$ cat src/rtl/imsharp_window_gen.sv
// 5x5 raster window generator: four line buffers feed a shifting register window;
// in-image windows are copied to a held output set that the sharpening datapath consumes.
module imsharp_window_gen #(
  parameter int IMG_WIDTH  = 64,
  parameter int IMG_HEIGHT = 64
) (
  input  logic       clk,
  input  logic       Reset,
  input  logic [7:0] pix_in,
  input  logic       pix_valid,
  input  logic       sof,
  output logic [7:0] input_pixel_1,  output logic [7:0] input_pixel_2,
  output logic [7:0] input_pixel_3,  output logic [7:0] input_pixel_4,
  output logic [7:0] input_pixel_5,  output logic [7:0] input_pixel_6,
  output logic [7:0] input_pixel_7,  output logic [7:0] input_pixel_8,
  output logic [7:0] input_pixel_9,  output logic [7:0] input_pixel_10,
  output logic [7:0] input_pixel_11, output logic [7:0] input_pixel_12,
  output logic [7:0] input_pixel_13, output logic [7:0] input_pixel_14,
  output logic [7:0] input_pixel_15, output logic [7:0] input_pixel_16,
  output logic [7:0] input_pixel_17, output logic [7:0] input_pixel_18,
  output logic [7:0] input_pixel_19, output logic [7:0] input_pixel_20,
  output logic [7:0] input_pixel_21, output logic [7:0] input_pixel_22,
  output logic [7:0] input_pixel_23, output logic [7:0] input_pixel_24,
  output logic [7:0] input_pixel_25,
  output logic       win_valid,
  output logic       frame_done
);
  localparam int CW = $clog2(IMG_WIDTH);
  localparam int RW = $clog2(IMG_HEIGHT);
  localparam logic [CW-1:0] COL_LAST = CW'(IMG_WIDTH - 1);
  localparam logic [RW-1:0] ROW_LAST = RW'(IMG_HEIGHT - 1);

  logic [CW-1:0] col, ec;
  logic [RW-1:0] row, er;
  logic [7:0]    lb   [4][IMG_WIDTH];
  logic [7:0]    win  [5][5];
  logic [7:0]    nxt  [5][5];
  logic [7:0]    held [5][5];
  logic          last_col, last_row, in_image;

  // sof overrides the counters so the tagged pixel is always (0,0)
  always_comb begin
    ec       = sof ? '0 : col;
    er       = sof ? '0 : row;
    last_col = (ec == COL_LAST);
    last_row = (er == ROW_LAST);
    in_image = (er >= RW'(4)) && (ec >= CW'(4));
    for (int unsigned i = 0; i < 5; i++) begin
      for (int unsigned j = 0; j < 4; j++) begin
        nxt[i][j] = win[i][j+1];
      end
    end
    nxt[0][4] = lb[3][ec];
    nxt[1][4] = lb[2][ec];
    nxt[2][4] = lb[1][ec];
    nxt[3][4] = lb[0][ec];
    nxt[4][4] = pix_in;
  end

  // lb[k][c] holds row r-1-k at column c; stale rows are masked by the row>=4 gate
  always_ff @(posedge clk) begin
    if (pix_valid) begin
      lb[0][ec] <= pix_in;
      lb[1][ec] <= lb[0][ec];
      lb[2][ec] <= lb[1][ec];
      lb[3][ec] <= lb[2][ec];
    end
  end

  always_ff @(posedge clk or posedge Reset) begin
    if (Reset) begin
      col        <= '0;
      row        <= '0;
      win_valid  <= 1'b0;
      frame_done <= 1'b0;
      win        <= '{default: '0};
      held       <= '{default: '0};
    end else begin
      win_valid  <= 1'b0;
      frame_done <= 1'b0;
      if (pix_valid) begin
        win <= nxt;
        if (last_col) begin
          col <= '0;
          row <= last_row ? '0 : er + 1'b1;
        end else begin
          col <= ec + 1'b1;
          row <= er;
        end
        win_valid  <= in_image;
        frame_done <= last_col && last_row;
        if (in_image) held <= nxt;
      end
    end
  end

  assign input_pixel_1  = held[0][0];
  assign input_pixel_2  = held[0][1];
  assign input_pixel_3  = held[0][2];
  assign input_pixel_4  = held[0][3];
  assign input_pixel_5  = held[0][4];
  assign input_pixel_6  = held[1][0];
  assign input_pixel_7  = held[1][1];
  assign input_pixel_8  = held[1][2];
  assign input_pixel_9  = held[1][3];
  assign input_pixel_10 = held[1][4];
  assign input_pixel_11 = held[2][0];
  assign input_pixel_12 = held[2][1];
  assign input_pixel_13 = held[2][2];
  assign input_pixel_14 = held[2][3];
  assign input_pixel_15 = held[2][4];
  assign input_pixel_16 = held[3][0];
  assign input_pixel_17 = held[3][1];
  assign input_pixel_18 = held[3][2];
  assign input_pixel_19 = held[3][3];
  assign input_pixel_20 = held[3][4];
  assign input_pixel_21 = held[4][0];
  assign input_pixel_22 = held[4][1];
  assign input_pixel_23 = held[4][2];
  assign input_pixel_24 = held[4][3];
  assign input_pixel_25 = held[4][4];
endmodule

$ cat config.mk
export PLATFORM = sky130hd
export DESIGN_NAME = imsharp_window_gen
export DESIGN_NICKNAME = d
export VERILOG_FILES = /design/src/rtl/imsharp_window_gen.sv
export SDC_FILE = /design/constraint.sdc
export NUM_CORES = 2
export LEC_CHECK = 0
export BUFFER_PORTS_ARGS = -buffer_cell sky130_fd_sc_hd__buf_2
export CAP_MARGIN = 10
export CORE_MARGIN = 2
export CORE_UTILIZATION = 25
export DETAILED_ROUTE_END_ITERATION = 8
export PLACE_DENSITY = 0.38
export SYNTH_ARGS = -nofsm -noshare
export SYNTH_HDL_FRONTEND = slang
export SYNTH_SLANG_ARGS = --single-unit
$ cat constraint.sdc
create_clock -name clk -period 24.3 [get_ports clk]
set_clock_uncertainty 0.1 [all_clocks]
set_input_delay 2.43 -clock clk [delete_from_list [all_inputs] [get_ports clk]]
set_output_delay 2.43 -clock clk [all_outputs]
set_load 0.01 [all_outputs]
Yosys cells after proc, flatten, opt, wreduce, memory -nomap -nowiden

Memories as Yosys holds them, arrays and structs flattened.
Index checks and enable logic that the tools add are counted.

RAM bits: 2048
Memories: 1
Input bits: 12
Logic and storage cells: 86
Output and inout bits: 202
Register bits after elaboration: 374

Memories:

| name | depth | bits a word | read ports | clocked after memory_dff | write ports | RTL line | text |
|---|---|---|---|---|---|---|---|
| lb   | 4     | 512         | 4          | 0                        | 4           | 35       | `logic [7:0] lb [4][IMG_WIDTH];` |

Reductions and logical operators: 4
$lt $le $gt $ge: 4
Equal/unequal tests: 2
Bitwise gates (word level): 1
Muxes and demuxes: 23
$add $sub $neg: 2

Operator list:

| cell                                                              | number |
|---|---|
| 2-to-1 mux 512 bit                                                | 1 |
| binary-select mux 8 bit (select 6 bit)                            | 4 |
| 2-to-1 mux 8 bit                                                  | 9 |
| demux 8 bit (select 6 bit)                                        | 1 |
| 2-to-1 mux 6 bit                                                  | 5 |
| adder 6 x 1 -> 6 bit, second input constant                       | 2 |
| == test 6 bit, second input constant                              | 2 |
| greater-or-equal comparator 6 x 3 -> 1 bit, second input constant | 2 |
| greater-or-equal comparator 7 bit, second input constant          | 1 |
| < comparator 7 x 1 -> 1 bit, second input constant                | 1 |
| inverter 6 -> 7 bit                                               | 1 |
| logical AND 1 bit                                                 | 3 |
| 2-to-1 mux 1 bit                                                  | 3 |
| AND reduction 2 bit                                               | 1 |

Logic depth before layout (Yosys ltp)

Depth after elaboration: 7
Mapped depth: 12
Mapped depth without buffers: 7

Least setup slack after synthesis

No wires, ideal clock.

Kind: input-to-reg
Start point: in sof
End point: mem lb[0][100] (netlist bit) (enable)
Arrival: 5382 ps
Path buffers: 7
Setup time: 421 ps
Cell stages on the path: 10
Data required time: 23779 ps
Path slack: 18397 ps
Path through: buf_2 > buf_4 > buf_2 > buf_2 > buf_2 > buf_2 > buf_1 > nor3_1 > nand3_1 > nor2_1

RTL lines:

| what            | RTL line | text |
|---|---|---|
| start, declared | 11       | `input logic sof,` |
| end, declared   | 35       |  |

==> impl_metrics.tcl <==
set metrics [dict create \
    outcome "finished with violations" \
    violations "capacitance limit" \
    htreeDepth 5 \
    antenna_found_initial 35 \
    maxSlewViolCount 0 \
    worst-path-max-fanout 64 \
    yosys.area_share.simple 0.0487 \
    syn_to_final_growth_pct 18.0 \
    ctsHoldBuffers 0 \
    synth-compound-area-share 0.0949 \
    yosys_register_bits 2422 \
    multi_input_area_mm2 0.0228 \
    netlist_top_cells_count "2048 x edfxtp_1, 430 x mux2i_1, 374 x dfrtp_1" \
    ys.flop_type "edfxtp_1" \
    rows 226 \
    clk_pin_slew_worst_paths_ns 0.06 \
    post-route-util 0.296 \
    cts_tree "done" \
    tns_ns 0 \
    holdWs_ns 0.397 \
    drive_above_1_share 0.223 \
    post-route-cell-area_mm2 0.112 \
    start_util 0.251 \
    synthCells 5696 \
    final_cells 11300 \
    dr.pass1.iters 7 \
    via_count 59400 \
    critical_path_class "in2reg" \
    die_h_um 620 \
    largest_reg_flops 2048 \
    p_leak_nw 38.2 \
    p_total_mw 11.0 \
    cp.depth 11 \
    reg2regPathDepth 12 \
    via_per_inst 5.26 \
    cp-end-kind "flip-flop" \
    yosysSeqAreaShare 0.747 \
    max_freq_ghz 0.133 \
    cp.buffers_inverters 6 \
    syn_nets 5709 \
    synthTopCellsByArea "edfxtp_1 65%, dfrtp_1 9.9%, mux2i_1 4.5%, mux2_2 4.1%, nand3b_1 1.5%" \
    synth.most_common_cell "edfxtp_1" \
    regMostFlops "lb" \
    yosysTopAreaCell "edfxtp_1" \
    cts.path.max_buffers 4 \
    ctsResizeCount 0 \
    crit_chain "buf_8 -> nand3b_1 -> buf_4 -> buf_4 -> buf_4 -> o2bb2ai_1 -> a2111oi_0 -> buf_4 -> o22ai_1 -> nor4_2 -> inv_2" \
    die_x_um 620 \
    synth_cell_types 82 \
    hold_class "reg2reg" \
    ir_worst_vdd_mv 0.0545 \
    grt-ovfl-total 0 \
    synth_fa_ha_area_frac 0.000132 \
    dpl.hpwl_mm 244 \
    hold_depth 1 \
    dp.cells 10800 \
    synth_edf_count 2048 \
    wl_per_cell_um 37.2 \
    grt_pass1_vias 57000 \
    finalCritPeriodShare 0.310 \
    cts_root_buf "clkbuf_16" \
    final.setup.worst_slack_ns 16.78 \
    relSlewSlack 0.000265 \
    cpMostUsedCell "buf_4" \
    slowest_stage "a2111oi_0" \
    ys_warn_count 0 \
    clock_latency_ns 0.90 \
    r2r_start "col[0]" \
    gp_congestion 0.822 \
    routed_wl_mm 421 \
    worst_pin_slew_ns 1.49 \
    cts_inserted_buffers 278 \
    hold_violations 0 \
    worst_ep_required_time_ns 24.63 \
    drv_cap 1 \
    crit_family "buffers and inverters" \
    synthMuxAreaShare 0.0869 \
    min_period_ns 7.52 \
    min_from "nxt[153]" \
    seqCellArea_mm2 0.0709 \
    worstPathArrival_ns 7.85 \
    synth-async-reset-ratio 0.154 \
    drt_iter0_markers 7060 \
    core_mm2 0.378 \
    critPathMaxStageDelay_ns 0.91 \
    synth_area_mm2 0.0949 \
    synth-xor-area-share 0.0000923 \
    route.detailed.drc 0 \
    ff2ff_setup_slack_ns 17.07 \
    dpl_cell_area_mm2 0.103 \
    layout.nets 6081 \
    min_to "input_pixel_6[1]" \
    dieArea_mm2 0.384 \
    r2r-end "lb[1][166]" \
    synth.top_cell.area_share 0.648 \
    rsz0062_at_grt "no" \
    grt_pass1_wl_mm 555 \
    cts_setup_buffers 0 \
    ant_nets 0 \
    startpoint_type "primary input" \
    ios 214 \
    syn_avg_cell_area_um2 16.7 \
    power.density_mw_per_mm2 98.7 \
    track_usage 0.213 \
    setup_viol 0 \
    cts.sinks 2422 \
    dp_slack_ns 15.99 \
    io_buffers 213 \
    synth_top_family_by_area "compound AO/OA/AOI/OAI gates" \
    grt_max_degree 164 \
    n_fill_cell 37600 \
]
## how the worst max path moves through the flow
stage	start	end	slack [ns]
global placement	sof	lb[2][12]	15.60
detailed placement	sof	lb[1][174]	15.99
global route	sof	lb[1][134]	16.74
CTS	sof	lb[1][398]	16.92
finish	sof	lb[1][166]	16.78
floorplan	Reset	col[0]	11.38
## cell families (layout without fill, tap and decap cells)
| logic type | count (synthesis) | count (layout) |
|---|---|---|
| buf+inv | 432 | 1009 |
| mux | 776 | 776 |
| fa+ha+maj | 1 | 1 |
| flops | 2422 | 2422 |
| compound gates | 1267 | 1267 |
| xor+xnor | 1 | 1 |
| simple gates | 797 | 797 |
| other cells | 0 | 21 |
## report_power, final
group	total, mW	switching (mW)	internal, mW
Sequential	5.13	0.183	4.95
Clock	4.05	1.74	2.31
Combinational	1.87	1.33	0.541
Total	11.0	3.25	7.80
## cell usage in the layout (no fill, tap or decap), types with 36 or more instances in the layout
cell type	n
a32oi_1	36
a221oi_1	44
nor2_4	65
a22o_1	111
a31oi_1	49
a21oi_1	250
a211oi_1	47
a22oi_1	150
o22ai_1	153
nor2_1	139
clkinv_1	43
o21ai_0	122
mux2i_1	430
mux2_2	342
o2bb2ai_1	55
edfxtp_1	2048
buf_2	207
dfrtp_1	371
buf_4	278
clkbuf_1	85
nand2b_1	42
nand3b_1	195
nand2_1	135
clkbuf_16	282
## cell type report
class | count | area share
timing repair buffer | 499 | 0.0302
clock inverter | 98 | 0.00738
antenna | 21 | 0.000469
clock buffer | 387 | 0.0683
tap | 5016 | 0.0561
multi-input combinational | 2842 | 0.204
inverter | 25 | 0.000905
sequential | 2422 | 0.633
## layer usage
| layer | vias up | share of wire | global-route usage |
|---|---|---|---|
| met1 | 32400 | 0.44 | 0.299 |
| li1 | 23600 | - | - |
| met4 | 4 | 0.028 | 0.0562 |
| met5 | - | 0.000064 | 0 |
| met3 | 560 | 0.072 | 0.0352 |
| met2 | 2847 | 0.46 | 0.340 |
No activity file was read; power rests on OpenSTA's default activity.
